File: config.mk
export PLATFORM = sky130hd
export DESIGN_NAME = arq_sched
export DESIGN_NICKNAME = d
export VERILOG_FILES = /design/src/rtl/sender_pkg.sv /design/src/rtl/arq_timer.sv /design/src/rtl/arq_sched.sv
export SDC_FILE = /design/constraint.sdc
export NUM_CORES = 1
export LEC_CHECK = 0
export ABC_AREA = 1
export CORE_ASPECT_RATIO = 0.6
export CORE_MARGIN = 5
export CORE_UTILIZATION = 59
export DETAILED_ROUTE_END_ITERATION = 8
export PLACE_DENSITY = 0.84
export SLEW_MARGIN = 0
export SYNTH_ARGS = -nofsm -noshare
export SYNTH_HDL_FRONTEND = slang
export SYNTH_SLANG_ARGS = --single-unit
File: constraint.sdc
create_clock -name i_clk -period 4.7 [get_ports i_clk]
set_input_delay 1.41 -clock i_clk [delete_from_list [all_inputs] [get_ports i_clk]]
set_output_delay 1.41 -clock i_clk [all_outputs]
set_load 0.03 [all_outputs]
File: src/rtl/sender_pkg.sv
// Shared definitions for the sender-side ARQ logic.
// Holds the scheduler state encoding and the default timeout/retry
// constants so the sender top level and its testbench agree.
package sender_pkg;

    localparam int unsigned ARQ_STATE_W        = 3;
    localparam int unsigned ARQ_TIMEOUT_CYCLES = 200000;
    localparam int unsigned ARQ_MAX_RETRIES    = 3;
    localparam int unsigned ARQ_TMR_W          = 18;
    localparam int unsigned ARQ_RTY_W          = 2;

    typedef enum logic [ARQ_STATE_W-1:0] {
        ST_IDLE     = 3'd0,
        ST_SEND     = 3'd1,
        ST_WAIT_ACK = 3'd2,
        ST_RETRANS  = 3'd3,
        ST_DONE     = 3'd4,
        ST_FAIL     = 3'd5
    } arq_state_e;

endpackage

File: src/rtl/arq_timer.sv
// Loadable up-counter with clear, enable and terminal-count flag.
// Counts up while enabled and parks at TIMEOUT_CYCLES-1 (never wraps).
// Ports:
//   clk_i      system clock
//   rst_i      synchronous active-high reset
//   clr_i      synchronous clear to zero (wins over load/enable)
//   ld_i       load ld_val_i
//   ld_val_i   value to load
//   en_i       count enable
//   tc_o       count == TIMEOUT_CYCLES-1
module arq_timer #(
    parameter int unsigned TMR_W          = 18,
    parameter int unsigned TIMEOUT_CYCLES = 200000
) (
    input  logic             clk_i,
    input  logic             rst_i,
    input  logic             clr_i,
    input  logic             ld_i,
    input  logic [TMR_W-1:0] ld_val_i,
    input  logic             en_i,
    output logic             tc_o
);

    logic [TMR_W-1:0] cnt_q;
    logic [TMR_W-1:0] cnt_d;

    assign tc_o = (cnt_q == TMR_W'(TIMEOUT_CYCLES - 1));

    always_comb begin
        cnt_d = cnt_q;
        if (clr_i) begin
            cnt_d = '0;
        end else if (ld_i) begin
            cnt_d = ld_val_i;
        end else if (en_i && !tc_o) begin
            cnt_d = cnt_q + TMR_W'(1);
        end
    end

    always_ff @(posedge clk_i) begin
        if (rst_i) begin
            cnt_q <= '0;
        end else begin
            cnt_q <= cnt_d;
        end
    end

endmodule

File: src/rtl/arq_sched.sv
// Stop-and-wait ARQ scheduler for the sender path: first transmission,
// ACK wait, timeout/NAK-driven replay from the line FIFO, final release.
// Ports:
//   i_clk, i_rst       clock, synchronous active-high reset
//   i_arq_en           ARQ enable (0 = fire-and-forget)
//   i_frame_start      new frame accepted (pulse)
//   i_frame_end        last byte of frame on line (pulse)
//   i_ack_valid/good   decoded ACK (good=1) or NAK (good=0)
//   o_map_hold         stall mapper
//   o_retrans_req      replay request pulse
//   o_read_line_fifo   transmit path sources line FIFO
//   o_send_complete    flush line FIFO pulse
//   o_fail             sticky frame-drop flag
//   o_retry_cnt        retries used on current frame
//   o_drop_cnt         dropped frames, saturating
module arq_sched
    import sender_pkg::*;
#(
    parameter int unsigned TIMEOUT_CYCLES = ARQ_TIMEOUT_CYCLES,
    parameter int unsigned MAX_RETRIES    = ARQ_MAX_RETRIES,
    parameter int unsigned TMR_W          = ARQ_TMR_W,
    parameter int unsigned RTY_W          = ARQ_RTY_W
) (
    input  logic             i_clk,
    input  logic             i_rst,
    input  logic             i_arq_en,
    input  logic             i_frame_start,
    input  logic             i_frame_end,
    input  logic             i_ack_valid,
    input  logic             i_ack_good,
    output logic             o_map_hold,
    output logic             o_retrans_req,
    output logic             o_read_line_fifo,
    output logic             o_send_complete,
    output logic             o_fail,
    output logic [RTY_W-1:0] o_retry_cnt,
    output logic [7:0]       o_drop_cnt
);

    arq_state_e       state_q, state_d;
    logic [RTY_W-1:0] retry_q, retry_d;
    logic [7:0]       drop_q;
    logic             hold_q, rtx_q, rd_q, sc_q, fail_q;
    logic             tmr_tc;

    // Timer runs only while waiting; any other state holds it at zero,
    // so every WAIT_ACK entry starts from 0.
    arq_timer #(
        .TMR_W          (TMR_W),
        .TIMEOUT_CYCLES (TIMEOUT_CYCLES)
    ) u_timer (
        .clk_i    (i_clk),
        .rst_i    (i_rst),
        .clr_i    (state_q != ST_WAIT_ACK),
        .ld_i     (1'b0),
        .ld_val_i ('0),
        .en_i     (state_q == ST_WAIT_ACK),
        .tc_o     (tmr_tc)
    );

    always_comb begin
        state_d = state_q;
        retry_d = retry_q;
        unique case (state_q)
            ST_IDLE:     if (i_frame_start) state_d = ST_SEND;
            ST_SEND:     if (i_frame_end) state_d = i_arq_en ? ST_WAIT_ACK : ST_DONE;
            ST_WAIT_ACK: begin
                // Good ACK beats NAK beats timeout.
                if (i_ack_valid && i_ack_good) begin
                    state_d = ST_DONE;
                end else if (!i_arq_en) begin
                    state_d = ST_DONE;
                end else if (i_ack_valid || tmr_tc) begin
                    state_d = (retry_q < RTY_W'(MAX_RETRIES)) ? ST_RETRANS : ST_FAIL;
                end
            end
            ST_RETRANS:  if (i_frame_end) state_d = ST_WAIT_ACK;
            ST_DONE,
            ST_FAIL:     state_d = ST_IDLE;
            default:     state_d = ST_IDLE;
        endcase

        if (state_d == ST_RETRANS && state_q != ST_RETRANS) begin
            retry_d = retry_q + RTY_W'(1);
        end
        if (state_q == ST_DONE || state_q == ST_FAIL) begin
            retry_d = '0;
        end
    end

    // Level outputs are registered from the next state so they line up with
    // the state they describe; send_complete is registered from the current
    // DONE/FAIL state, one cycle later.
    always_ff @(posedge i_clk) begin
        if (i_rst) begin
            state_q <= ST_IDLE;
            retry_q <= '0;
            drop_q  <= '0;
            hold_q  <= 1'b0;
            rtx_q   <= 1'b0;
            rd_q    <= 1'b0;
            sc_q    <= 1'b0;
            fail_q  <= 1'b0;
        end else begin
            state_q <= state_d;
            retry_q <= retry_d;
            hold_q  <= (state_d == ST_WAIT_ACK) || (state_d == ST_RETRANS);
            rtx_q   <= (state_d == ST_RETRANS) && (state_q != ST_RETRANS);
            rd_q    <= (state_d == ST_RETRANS);
            sc_q    <= (state_q == ST_DONE) || (state_q == ST_FAIL);
            if (state_q == ST_FAIL) begin
                fail_q <= 1'b1;
                if (drop_q != 8'hFF) drop_q <= drop_q + 8'd1;
            end
        end
    end

    assign o_map_hold       = hold_q;
    assign o_retrans_req    = rtx_q;
    assign o_read_line_fifo = rd_q;
    assign o_send_complete  = sc_q;
    assign o_fail           = fail_q;
    assign o_retry_cnt      = retry_q;
    assign o_drop_cnt       = drop_q;

endmodule

# Word-level counts from Yosys, hierarchy flattened
# Cells that the tools add are included.
dict set report classes {
  magnitude_cmp 1
  n_reduce_logical 11
  n_div 0
  n_eq_ne 11
  n_mux 9
  shift 0
  bitwise 0
  multipliers 0
  n_addsub 3
}
# operator n
set ops {}
lappend ops {{2-to-1 mux 3 bit} 8}
lappend ops {{adder 18 x 1 -> 18 bit, second input constant} 1}
lappend ops {{== test 18 bit, second input constant} 1}
lappend ops {{== test 3 x 2 -> 1 bit, second input constant} 4}
lappend ops {{case mux 3 bit (4 select lines)} 1}
lappend ops {{adder 8 x 1 -> 8 bit, second input constant} 1}
lappend ops {{!= test 8 bit, second input constant} 1}
lappend ops {{== test 3 bit, second input constant} 2}
lappend ops {{!= test 3 x 2 -> 1 bit, second input constant} 2}
lappend ops {{OR reduction 2 bit} 2}
lappend ops {{== test 3 x 1 -> 1 bit, second input constant} 1}
lappend ops {{logical AND 1 bit} 3}
lappend ops {{logical NOT 3 bit} 1}
lappend ops {{logical OR 1 bit} 3}
lappend ops {{adder 2 x 1 -> 2 bit, second input constant} 1}
lappend ops {{< comparator 2 bit, second input constant} 1}
lappend ops {{AND reduction 2 bit} 1}
lappend ops {{logical NOT 1 bit} 1}
dict set report totals {
  wordCells 44
  inputBits 7
  ff_bits 36
  ramBits 0
  rom_bits 0
  out_inout_bits 15
  n_memories 0
  latchBits 0
}

# Logic depth before layout (Yosys ltp)
# Gate-level depths: netlist of run 1.
dict set report logic_depth {
  ltp_word 8
  mapped_depth 13
  depth_no_buf 13
}

# By module
# From an unflattened synthesis of run 1, not the netlist that was laid out.
dict set report unflattened {
  hier_cells 361
  area_unflattened_um2 2248.4
}
# mod area_each_um2 cells_each instances
set by_module_without_submodules {}
lappend by_module_without_submodules {arq_timer 1337.5 231 1}
lappend by_module_without_submodules {arq_sched 910.9 130 1}

# Worst setup path after synthesis of run 1
# No wires, ideal clock.
dict set report synth_timing {
  path_kind {in2reg}
  start {input i_rst}
  end {register u_timer.cnt_q[10]}
  t_arrival_ns 2.212
  path_stages 5
  path_slack_ns 2.361
  setup_ns 0.128
  path_buffers 2
  path_cell_list {clkbuf_1 nor2_1 inv_1 clkbuf_1 nor2_1}
}
dict set report synth_via {
  elab_chain_len 1
}
# item line_no
set synth_lines {}
lappend synth_lines {{from (decl)} arq_sched.sv:25} ;# input logic i_rst,
lappend synth_lines {{OR reduction 2 bit (no source line)} n/a}
lappend synth_lines {{to (signal assigned)} arq_timer.sv:44} ;# cnt_q <= cnt_d;
lappend synth_lines {{to (decl)} arq_timer.sv:24} ;# logic [TMR_W-1:0] cnt_q;
# Every way passes these cells.
# A chain may end at the register's enable or synchronous reset.

# Worst setup path in the final report of run 1
dict set report layout_timing {
  start {input i_rst}
  end {register u_timer.cnt_q[15]}
}
# The elaborated chain is that of the path after synthesis.

==> impl_metrics.ini, run 1 <==
[grt]
grt_pass1_wl_um = 7110
grtUsageTotal = 0.219
gr-total-overflow = 0
antenna_found_initial = 0
grt_max_degree = 19
grt_pass1_vias = 1555

[finish]
drive_gt1_frac = 0.0934
nFillCells = 261
fin_nets = 298
final_cells = 331
final_util = 0.741
diodes = 0
syn_to_final_growth_pct = 18.4

[detailed_routing]
wl_um = 4020
detail-route-antenna-nets = 0
avgViaCountPerCell = 5.14
drt_first_pass_iters = 4
drc = 0
drt_first_iter_violations = 136
vias = 1702
wl_per_cell_um = 12.1

[clock_tree]
htreeDepth = 2
cts_sinks = 36
path_clk_slew_ps = 70
clock_latency_ps = 290
cts_root_buf = clkbuf_8
ctsHoldBuffers = 0
clockBufferDepth = 2
cts_resized = 0
cts_buffers = 5
cts_setup_buffers = 0
cts_tree = built

[power_and_ir_drop]
p_leak_uw = 0.000794
powerDensity_nw_per_um2 = 262
p_total_uw = 568
ir_drop_uv = 222

[die]
die-area_um2 = 4360
die_x_um = 81.9
coreArea_um2 = 2930
start_util = 0.626
rows = 15
num_io_pins = 22
dieHeight_um = 53.2

[logic_synthesis]
ys.flop_type = dfxtp_1
synth_top_area_cell = dfxtp_1
syn_nets = 274
ys_types = 30
synth_commonest_cells = nand2_1 (63), nor2_1 (37), dfxtp_1 (36), inv_1 (28), a21oi_1 (22)
syn_area_per_cell_um2 = 6.94
synth.top_cell.area_share = 0.393
yosysMostFrequentCell = nand2_1
syn_area_um2 = 1830
synth_edf_count = 0
synth_cells = 264
synthTopCellsByArea = dfxtp_1 (39%), nand2_1 (13%), nor2_1 (7.6%)
ys_ff_latch = 36
yosys_warnings = 0
ys_seq_area_frac = 0.393
async_reset_ff_frac = 0

[sta]
tightestPinTransition_ps = 623
fin_skew_ps = 2.14
fin_setup_tns_ps = 0
hold_viol = 0
relSlewSlack = 0.584
setup_viol = 0
rsz0062_at_grt = false
max_freq_mhz = 341
fin_crit_ps = 2930
fin_crit_sh = 0.623
slew_violations = 0

[worst_setup_path]
cp_slowest_cell = clkdlybuf4s50_1
cp_max_fo = 18
path_cells = clkdlybuf4s50_1 -> nor2_1 -> inv_1 -> a21oi_1
cp_top_family = buffers and inverters
cp_num_buf_inv = 2
slowest_delay_ps = 730
timing.critical_path.from_type = primary input
cp.required_ps = 4920
end_kind = flop
worstSetupPathType = in -> reg
cp.arrival_ps = 3150

[placement]
dpl.hpwl_um = 3010
place_inst = 323
io_buffers = 21
place_congestion = 0.874

[flow_run]
drv_cap = 0

[min_path]
hp-class = reg -> reg

[run_status]
status = complete, no violations
kinds of logic after synthesis:
logic type / count (synthesis) / share of synthesized area
AND/OR/NAND/NOR: 144 / 0.355
flip-flops: 36 / 0.393
AO/OA/AOI/OAI: 35 / 0.105
buffers and inverters: 35 / 0.0738
XOR/XNOR: 11 / 0.0526
adder cells (fa/ha/maj): 3 / 0.0205
routing by layer:
metal  global-route usage  share of wire  up-vias
met2                0.294           0.39       61
li1                     -              -      887
met5                    0              0        -
met4               0.0939          0.011        0
met3               0.0663          0.082        4
met1                0.316           0.52      750
path summary, 6_finish.rpt:
check / start / endpoint / slack (ps) / cells after the start
worst max-delay path: i_rst / u_timer.cnt_q[15] / 1770 / 4
worst min-delay path: o_fail / o_fail / 480 / 2
worst max register to register: u_timer.cnt_q[0] / u_timer.cnt_q[10] / 2770 / 10
worst min register to register: o_fail / o_fail / 480 / 2
worst register-to-register path: stages (launching register included):
cell and delay (ps):
dfxtp_1 350, ha_1 240, nand3_1 220, nor2_1 100
nand2_2 110, nand2_2 200, nor2_4 190, nand2_2 110
nor2_4 120, xnor2_1 130, nor2_1 50
sequential cells by signal, indices dropped and copies added, names as in the netlist:
signal	cells
u_timer.cnt_q	18
o_drop_cnt	8
state_q	3
o_retry_cnt	2
o_retrans_req	1
o_map_hold	1
o_fail	1
o_send_complete	1
o_read_line_fifo	1
cell type report:
cell class	count	area (um^2)	area share
clock buffer	6	82.6	0.0381
clock inverter	2	10.0	0.00462
inverter	31	116	0.0537
multi-input combinational	193	976	0.450
sequential	36	721	0.332
tap	42	52.6	0.0242
timing repair buffer	21	210	0.0969
through the flow:
stage / hold WS, ps / worst slack, ps / instance area (um^2)
2_1_floorplan: 461 / 2360 / 1830
3_3_place_gp: 457 / 1580 / 2080
3_5_place_dp: 463 / 1500 / 2080
4_1_cts: 481 / 1800 / 2170
5_1_grt: 532 / 1580 / 2170
6_report: 479 / 1770 / 2170
power by group:
| part | internal (uW) | total [uW] | switching (uW) | leakage, uW |
|---|---|---|---|---|
| clock | 117 | 226 | 109 | 0.0000510 |
| sequential | 308 | 310 | 1.92 | 0.000290 |
| combinational | 12.7 | 32.6 | 19.9 | 0.000452 |
| total | 437 | 568 | 131 | 0.000794 |
cell usage in the layout (no fill, tap or decap), drive strengths merged:
master,count
a21oi,23
a31oi,1
a41oi,1
and2,1
clkbuf,6
clkdlybuf4s50,21
clkinv,2
dfxtp,36
ha,3
inv,31
nand2,70
nand3,15
nand3b,1
nand4,4
nor2,41
nor3,9
nor3b,1
nor4,1
o2111ai,1
o21a,2
o21ai,7
or2,1
xnor2,5
xor2,6
Power figures use the tool's default switching activity.
==> inputs of run 2 (changes only) <==
--- a/config.mk
+++ b/config.mk
@@ -8,9 +8,9 @@
 export ABC_AREA = 1
 export CORE_ASPECT_RATIO = 0.6
 export CORE_MARGIN = 5
-export CORE_UTILIZATION = 59
+export CORE_UTILIZATION = 55
 export DETAILED_ROUTE_END_ITERATION = 8
-export PLACE_DENSITY = 0.84
+export PLACE_DENSITY = 0.79
 export SLEW_MARGIN = 0
 export SYNTH_ARGS = -nofsm -noshare
 export SYNTH_HDL_FRONTEND = slang
==> constraint.sdc (replaced) <==
create_clock -name i_clk -period 3 [get_ports i_clk]
set_input_delay 0.9 -clock i_clk [delete_from_list [all_inputs] [get_ports i_clk]]
set_output_delay 0.9 -clock i_clk [all_outputs]
set_load 0.03 [all_outputs]
==> impl_metrics.ini, run 2 (synthesis gave the netlist of run 1 again) <==
[finish]
syn_to_final_growth_pct = 19.3
drive_gt1_frac = 0.0928
largest-register = u_timer.cnt_q
diodes = 0
largest_register_ffs = 18
final_cell_mix = nand2_1 (63), nor2_1 (37), dfxtp_1 (36)
final_common_cell = nand2_1
fin_nets = 300

[grt]
grt_pass1_wl_um = 6620
grt_pass1_vias = 1472
antenna_found_initial = 0
grtUsageTotal = 0.182
grt_max_degree = 18
gr-total-overflow = 0

[sta]
tightestPinTransition_ps = 383
hold_viol = 0
rsz0062_at_grt = false
slew_violations = 0
setup_viol = 0
fin_skew_ps = 3.93
relSlewSlack = 0.744
fin_crit_sh = 0.758
hold-worst-slack_ps = 483
fin_setup_tns_ps = 0
fin_crit_ps = 2270
max_freq_mhz = 440

[clock_tree]
cts_resized = 0
ctsHoldBuffers = 0
cts_buffers = 5
clockBufferDepth = 2
cts_root_buf = clkbuf_8
cts_tree = built
cts_sinks = 36
path_clk_slew_ps = 70
htreeDepth = 2
cts_setup_buffers = 0
clock_latency_ps = 280

[worst_setup_path]
cp.required_ps = 2100
cp_top_family = buffers and inverters
end_kind = primary output
path_cells = clkdlybuf4s50_1
slowest_delay_ps = 700
worstSetupPathType = reg -> out
cp.arrival_ps = 1370
cp_num_buf_inv = 1
cp_max_fo = 4
timing.critical_path.from_type = flop
cp_slowest_cell = clkdlybuf4s50_1

[detailed_routing]
avgViaCountPerCell = 5.05
vias = 1698
drt_first_iter_violations = 111
drc = 0
drt_first_pass_iters = 4
detail-route-antenna-nets = 0
wl_per_cell_um = 11.5
wl_um = 3870

[run_status]
status = complete, no violations

[placement]
place_congestion = 0.966
dpl.hpwl_um = 2880
io_buffers = 21

[die]
rows = 16
coreArea_um2 = 3220
dieHeight_um = 54.7
die-area_um2 = 4620
die_x_um = 84.5
num_io_pins = 22
start_util = 0.568

[min_path]
hp-class = reg -> reg

[power_and_ir_drop]
ir_drop_uv = 217
p_leak_uw = 0.000798
powerDensity_nw_per_um2 = 406

[flow_run]
drv_cap = 0
-- run 2: cell types whose count changed in the layout (fill, tap and decap cells not counted) --
cell,previous run,this run
buf_4,0,2
clkbuf_1,0,2
clkinv_2,2,0
-- run 2: worst register-to-register path, cell delays in order (launching register included) --
cell and delay (ps):
dfxtp_1 340, ha_1 240, nand3_1 180, nor2_1 90, nand2_2 90, nand2_2 190
nor2_2 190, nand2_1 100, nor2_1 170, nand2_1 70, nand2_1 60, nor2_1 30
-- run 2: per-layer routing --
layer | track usage | vias to the layer above | part of all wire
met5 | 0 | - | 0
met4 | 0.0474 | 0 | 0.0057
met3 | 0.0541 | 4 | 0.084
met2 | 0.273 | 52 | 0.38
met1 | 0.257 | 747 | 0.53
li1 | - | 895 | -
-- run 2: metrics by stage --
step,utilization,std cells,setup WS (ps),power [uW],cell area [um^2]
2_1_floorplan,-,264,1170,528,1830
3_3_place_gp,0.650,328,831,548,2090
3_5_place_dp,0.650,328,775,549,2090
4_1_cts,0.678,336,704,897,2180
5_1_grt,0.678,336,673,928,2180
6_report,0.678,336,725,886,2180
-- run 2: final timing paths --
check	startpoint	to	slack, ps	cells after the start
setup / recovery	o_drop_cnt[7]	o_drop_cnt[7]	730	1
hold / removal	o_fail	o_fail	480	2
setup reg to reg	u_timer.cnt_q[0]	u_timer.cnt_q[7]	1150	11
hold reg to reg	o_fail	o_fail	480	2
-- run 2: cell type report --
type                    count  area, um^2
multi-input cells         193         976
flip-flops and latches     36         721
clock buffers               8        90.1
fillers                   276        1040
well taps                  45        56.3
repair buffers             23         225
inverters                  31         116
-- run 2: where the power goes --
group | leakage [uW] | total [uW] | internal (uW) | switching (uW)
sequential | 0.000290 | 486 | 482 | 3.07
combinational | 0.000463 | 53.2 | 21.0 | 32.2
clock | 0.0000455 | 347 | 187 | 160
total | 0.000798 | 886 | 691 | 195
